`src/rtl/wide_word_pkg.sv`:
```
// Shared widths, types and header default for the wide word assembler.
// Beats are packed LSB-first; the last beat only partially fills the word.
package wide_word_pkg;

  localparam int BEAT_W = 32;
  localparam int WORD_W = 121;
  localparam int NBEATS = (WORD_W + BEAT_W - 1) / BEAT_W;
  localparam int ACC_W  = (NBEATS - 1) * BEAT_W;
  localparam int LAST_W = WORD_W - ACC_W;
  localparam int PAD_W  = NBEATS * BEAT_W - WORD_W;
  localparam int IDX_W  = (NBEATS > 1) ? $clog2(NBEATS) : 1;
  localparam int CNT_W  = 16;
  localparam int TAG_W  = 64;

  localparam logic [31:0] HDR_DEFAULT = 32'h0BD0_0000;

  typedef logic [BEAT_W-1:0] beat_t;
  typedef logic [WORD_W-1:0] word_t;
  typedef logic [IDX_W-1:0]  idx_t;
  typedef logic [CNT_W-1:0]  cnt_t;

  function automatic logic is_last_beat(input idx_t k);
    return k == idx_t'(NBEATS - 1);
  endfunction

endpackage

```
`src/rtl/xz_beat_checker.sv`:
```
// Combinational X/Z detector for one input beat (4-state only).
// Compiled only when WIDE_WORD_ASSEMBLER_XZ_CHECK_EN is defined.
`ifdef WIDE_WORD_ASSEMBLER_XZ_CHECK_EN
module xz_beat_checker
  import wide_word_pkg::*;
(
  input  logic [BEAT_W-1:0] beat,
  output logic              has_xz
);

  // Any X or Z bit poisons the reduction XOR, which case-equality can see.
  assign has_xz = ((^beat) === 1'bx);

endmodule
`endif

```
`src/rtl/wide_word_assembler.sv`:
```
// Packs NBEATS input beats into one registered WORD_W-bit word with a tagged view.
// Optional sticky X/Z monitor on accepted beats: WIDE_WORD_ASSEMBLER_XZ_CHECK_EN.
module wide_word_assembler
  import wide_word_pkg::*;
#(
  parameter logic [31:0] HDR = HDR_DEFAULT
) (
  input  logic              clk,
  input  logic              rst,
  input  logic              in_valid,
  output logic              in_ready,
  input  logic [BEAT_W-1:0] in_data,
  output logic              out_valid,
  input  logic              out_ready,
  output logic [WORD_W-1:0] out_word,
  output logic [TAG_W-1:0]  out_tag,
  output logic [CNT_W-1:0]  word_cnt,
  output logic              xz_seen
);

  idx_t  k_reg, k_next;
  logic  out_valid_reg, out_valid_next;
  word_t out_word_reg, out_word_next;
  cnt_t  word_cnt_reg, word_cnt_next;
  logic  [ACC_W-1:0] acc;

  logic last_beat;
  logic in_fire;
  logic out_fire;

  assign last_beat = is_last_beat(k_reg);
  // The last beat may only land once the held word has gone or is leaving now.
  assign in_ready  = !(last_beat && out_valid_reg && !out_ready);
  assign in_fire   = in_valid && in_ready;
  assign out_fire  = out_valid_reg && out_ready;

  // One register slot per non-final beat position.
  generate
    for (genvar gi = 0; gi < NBEATS - 1; gi++) begin : g_slot
      beat_t slot_reg;

      always_ff @(posedge clk) begin
        if (rst) begin
          slot_reg <= '0;
        end else if (in_fire && k_reg == idx_t'(gi)) begin
          slot_reg <= in_data;
        end
      end

      assign acc[gi*BEAT_W +: BEAT_W] = slot_reg;
    end
  endgenerate

  // Top bits of the final beat fall outside the word and are dropped.
  generate
    if (PAD_W > 0) begin : g_pad
      logic unused_pad;
      assign unused_pad = ^in_data[BEAT_W-1:LAST_W];
    end
  endgenerate

  always_ff @(posedge clk) begin
    if (rst) begin
      k_reg         <= '0;
      out_valid_reg <= 1'b0;
      out_word_reg  <= '0;
      word_cnt_reg  <= '0;
    end else begin
      k_reg         <= k_next;
      out_valid_reg <= out_valid_next;
      out_word_reg  <= out_word_next;
      word_cnt_reg  <= word_cnt_next;
    end
  end

  always_comb begin
    k_next         = k_reg;
    out_valid_next = out_valid_reg;
    out_word_next  = out_word_reg;
    word_cnt_next  = word_cnt_reg;

    if (out_fire) begin
      out_valid_next = 1'b0;
      word_cnt_next  = word_cnt_reg + cnt_t'(1);
    end

    // A new word overrides the drain above when both happen together.
    if (in_fire) begin
      if (last_beat) begin
        k_next         = '0;
        out_valid_next = 1'b1;
        out_word_next  = {in_data[LAST_W-1:0], acc};
      end else begin
        k_next = k_reg + idx_t'(1);
      end
    end
  end

  assign out_valid = out_valid_reg;
  assign out_word  = out_word_reg;
  assign out_tag   = {HDR, out_word_reg[31:0]};
  assign word_cnt  = word_cnt_reg;

`ifdef WIDE_WORD_ASSEMBLER_XZ_CHECK_EN
  logic beat_has_xz;
  logic xz_seen_reg;

  xz_beat_checker u_xz_beat_checker (
    .beat   (in_data),
    .has_xz (beat_has_xz)
  );

  always_ff @(posedge clk) begin
    if (rst) begin
      xz_seen_reg <= 1'b0;
    end else if (in_fire && beat_has_xz) begin
      xz_seen_reg <= 1'b1;
    end
  end

  assign xz_seen = xz_seen_reg;
`else
  assign xz_seen = 1'b0;
`endif

endmodule

```
`config.mk`:
```
export PLATFORM = sky130hd
export DESIGN_NAME = wide_word_assembler
export DESIGN_NICKNAME = d
export VERILOG_FILES = /design/src/rtl/wide_word_pkg.sv /design/src/rtl/xz_beat_checker.sv /design/src/rtl/wide_word_assembler.sv
export SDC_FILE = /design/constraint.sdc
export NUM_CORES = 1
export LEC_CHECK = 0
export CAP_MARGIN = 30
export CORE_MARGIN = 5
export CORE_UTILIZATION = 50
export CTS_BUF_LIST = sky130_fd_sc_hd__clkbuf_8
export DETAILED_ROUTE_END_ITERATION = 10
export GPL_TIMING_DRIVEN = 0
export PLACE_DENSITY = 0.84
export SLEW_MARGIN = 20
export SYNTH_ARGS = -nofsm -noshare
export SYNTH_HDL_FRONTEND = slang
export SYNTH_SLANG_ARGS = --single-unit
```
`constraint.sdc`:
```
create_clock -name clk -period 2.05 [get_ports clk]
set_clock_uncertainty 0.15 [all_clocks]
set_input_delay 0.205 -clock clk [delete_from_list [all_inputs] [get_ports clk]]
set_output_delay 0.205 -clock clk [all_outputs]
set_load 0.03 [all_outputs]
```
==> results of run 1 <==
## kinds of logic after synthesis
group,count (synthesis)
flops,236
simple gates,489
fa+ha+maj,5
compound gates,227
other cells,2
buf+inv,147
xor+xnor,12
## final cells by class
class	count	area, um^2
fill	1401	5192
sequential	236	4725
multi-input combinational	766	3364
timing repair buffer	206	2126
buffer	142	863.3
clock buffer	46	633.1
tap	225	281.5
clock inverter	14	92.59
inverter	5	18.77
## synth_stat cells
| master | n |
|---|---|
| dfxtp_1 | 236 |
| buf_2 | 24 |
| buf_4 | 75 |
| nor3_1 | 3 |
| inv_1 | 5 |
| nor4_1 | 5 |
| ha_1 | 5 |
| xnor2_1 | 8 |
| nand4_1 | 4 |
| nand2_1 | 442 |
| xor2_1 | 4 |
| o21ai_0 | 3 |
| nand4_2 | 1 |
| a21oi_1 | 223 |
| nor2_1 | 14 |
| a22oi_1 | 1 |
| and4_1 | 1 |
| clkbuf_1 | 43 |
| nand2b_1 | 1 |
| nand3_1 | 9 |
| or3_1 | 4 |
| conb_1 | 2 |
| and3_1 | 4 |
| nand3b_4 | 1 |
## stage by stage
stage | hold slack, ns | setup TNS [ns]
2_1_floorplan | 0.1910 | 0
3_3_place_gp | 0.2867 | -16.03
3_5_place_dp | 0.2939 | -23.02
4_1_cts | 0.1469 | 0
5_1_grt | 0.1690 | -0.0007576
6_report | 0.1542 | 0
## timing repair
item / CTS / global route
gates cloned: 0 / 0
endpoints found under the hold margin: 6 / 0
hold buffers: 1 / 0
endpoints found under the setup margin: 14 / 161
gates resized for setup: 10 / 54
## layer usage
metal / part of all wire [%] / routed length [um] / up-vias
met5: 0 / 0 / -
met4: 4.0 / 1019 / 0
met3: 11 / 2727 / 79
met2: 48 / 12300 / 365
met1: 38 / 9661 / 3852
li1: - / - / 4044
## power groups by stage
stage	Combinational, uW	Clock [uW]	Sequential, uW
floorplan	384	0	4820
global placement	609	0	4820
detailed placement	620	0	4820
global route	690	4190	4730
CTS	625	3970	4720
finish	637	3920	4720
## final timing paths
kind                                                       endpoint  cells after the start  slack (ns)
worst max-delay path                                   out_word[18]                      2        0.04
worst min-delay path            g_slot[2].slot_reg[30]$_SDFFE_PP0P_                      3        0.15
worst max register to register            out_word[63]$_SDFFE_PP0P_                      7        0.08
worst min register to register            out_word[33]$_SDFFE_PP0P_                      2        0.30
## worst reg2reg max path, delay by kind of cell (launching register included)
kind                   cells  cell delay [ns]
buffers and inverters      3             0.76
AO/OA/AOI/OAI              1             0.16
flip-flops                 1             0.36
AND/OR/NAND/NOR            3             0.47
==> metrics.md, run 1 <==
| Metric | Value |
|---|---|
| Status | `finished, final reports clean` |
| Final ANT Viol Nets | `0` |
| Switching power | `2254 uW` |
| GRT busiest layer | `met2` |
| Met2 Track Usage GR | `41.74%` |
| Clk_lat worst skew | `0.54 ns` |
| Largest family of logic cells by synthesized area | `simple AND/OR/NAND/NOR gates` |
| Logic pwr share | `6.9%` |
| # IOs | `240` |
| Period utilization | `97.99%` |
| CP bufs+invs | `2` |
| GP Congestion | `0.8567` |
| Remaining DRCs | `0` |
| Non-Filler Instances | `1640` |
| CP Cell Sequence | `buf_4 > clkdlybuf4s50_1` |
| Netlist cell types | `24` |
| Vias | `8340` |
| Slew Viols, Final | `0` |
| Tightest Pin Transition | `0.6311 ns` |
| Crit path required time | `1.69 ns` |
| Crit-path max cell delay | `0.66 ns` |
| Dpl cell area | `11280 um^2` |
| Critical path class | `register to primary output` |
| Simple-Gate Fraction of Synth Area | `21.81%` |
| Mux cell area share after synthesis | `0%` |
| P&R area growth vs syn | `37.12%` |
| Pwr Density | `767.1 nW/um^2` |
| CTS tree | `done` |
| Sink Count | `236` |
| DR pass1 iterations | `6` |
| Wirelength per Cell | `15.67 um` |
| Total wire length | `25.70 mm` |
| Nets | `1435` |
| TritonCTS Buffers | `37` |
| Maximum number of pins on one net before global-route repair | `11` |
| Root Buffer | `clkbuf_8` |
| Compound-Gate Fraction of Synth Area | `12.90%` |
| Reg power frac | `50.9%` |
| Diodes inserted | `0` |
| Synth area leader | `dfxtp_1` |
| Std-Cell Core Area | `17300 um^2` |
| Int Power | `7032 uW` |
| DP Cell Count | `1579` |
| Global-route wire length before repair | `40.31 mm` |
| Fraction of layout cells with a size suffix above 1 | `11.94%` |
| Hpwl dp | `18.98 mm` |
| Via density | `5.085` |
| Sw Share | `24.27%` |
| Crit path time final | `2.009 ns` |
| CP max FO | `3` |
| DIE AREA | `20410 um^2` |
| Setup violations, final | `0` |
| # Max-Cap Violations | `0` |
| Slew headroom | `57.93%` |
| Total power | `9285 uW` |
| Adder-Cell Fraction of Synth Area | `0.7087%` |
| Worst setup startpoint | `out_word[18]$_SDFFE_PP0P_` |
| Reg2reg start | `out_valid$_SDFF_PP0_` |
| Post-Place Setup Slack | `-0.3173 ns` |
| Critical Path Slowest Stage Cell | `clkdlybuf4s50_1` |
| Vias in the first global route | `8160` |
| Leak | `0.004987 uW` |
| Met1 Use GR | `29.57%` |
| Commonest non-fill, non-tap cell in the layout | `nand2_1` |
| Worst hold start | `in_data[30]` |
| CTS clk-pin slew, worst paths | `0.06 ns` |
| Yosys warning count | `0` |
| Xor/xnor share of the synthesized area | `1.191%` |
| Clk pwr share | `42.3%` |
| Starting Density | `51.03%` |
| Die width | `142.9 um` |
| IO buf count | `205` |
| CP arrival | `1.65 ns` |
| Die Span Y | `142.9 um` |
| Congestion Overflow GR | `0` |
| CP Capture Type | `primary output` |
| Initial antenna violation count | `0` |
| Maximum level of the CTS H-tree | `2` |
| CP startpoint kind | `register` |
| Cell row count | `48` |
| Most frequent cells in the layout | `nand2_1, dfxtp_1, a21oi_1` |
| Fmax achieved | `497.8 MHz` |
| Clock Path Buffers | `3` |
| GRT Total Usage | `24.67%` |
| Critical path's top delay family | `buffers and inverters` |
| Yosys top cell area share | `53.52%` |
| Average size of a mapped cell | `7.896 um^2` |
| Final Hold Fails | `0` |
| Max rail drop VDD | `0.4410 mV` |
| Top post-synthesis cells by area | `dfxtp_1, nand2_1, a21oi_1` |
| Core Util, Final | `69.98%` |
| Flip-flop count of the largest register after layout | `121` |
| Final WS setup | `0.04124 ns` |
| DR iter-0 viols | `646` |
| Met3 Use GR | `6.028%` |
| Synth Cell Area | `8827 um^2` |
| Yosys reg bits | `236` |
| Design area | `12100 um^2` |
| Post-synthesis cell count | `1118` |
| HP Class | `input port to register` |
| Post-CTS setup repair buffer count | `0` |
| Fraction of the yosys area taken by sequential cells | `53.52%` |
Note: power is estimated with default switching activity, not from simulation.
==> run 2, diff against run 1 <==
--- a/config.mk
+++ b/config.mk
@@ -10,6 +10,7 @@
 export CORE_UTILIZATION = 50
 export CTS_BUF_LIST = sky130_fd_sc_hd__clkbuf_8
 export DETAILED_ROUTE_END_ITERATION = 10
+export GPL_ROUTABILITY_DRIVEN = 0
 export GPL_TIMING_DRIVEN = 0
 export PLACE_DENSITY = 0.84
 export SLEW_MARGIN = 20
==> results of run 2 <==
The final DEF is identical to that of run 1; final timing and power are the same.
==> run 3, diff against run 2 <==
--- a/config.mk
+++ b/config.mk
@@ -16,4 +16,5 @@
 export SLEW_MARGIN = 20
 export SYNTH_ARGS = -nofsm -noshare
 export SYNTH_HDL_FRONTEND = slang
+export SYNTH_HIERARCHICAL = 1
 export SYNTH_SLANG_ARGS = --single-unit
==> results of run 3 <==
The final DEF is identical to that of run 1; final timing and power are the same.
Main changes from that run: Yosys warning count 0 -> 6
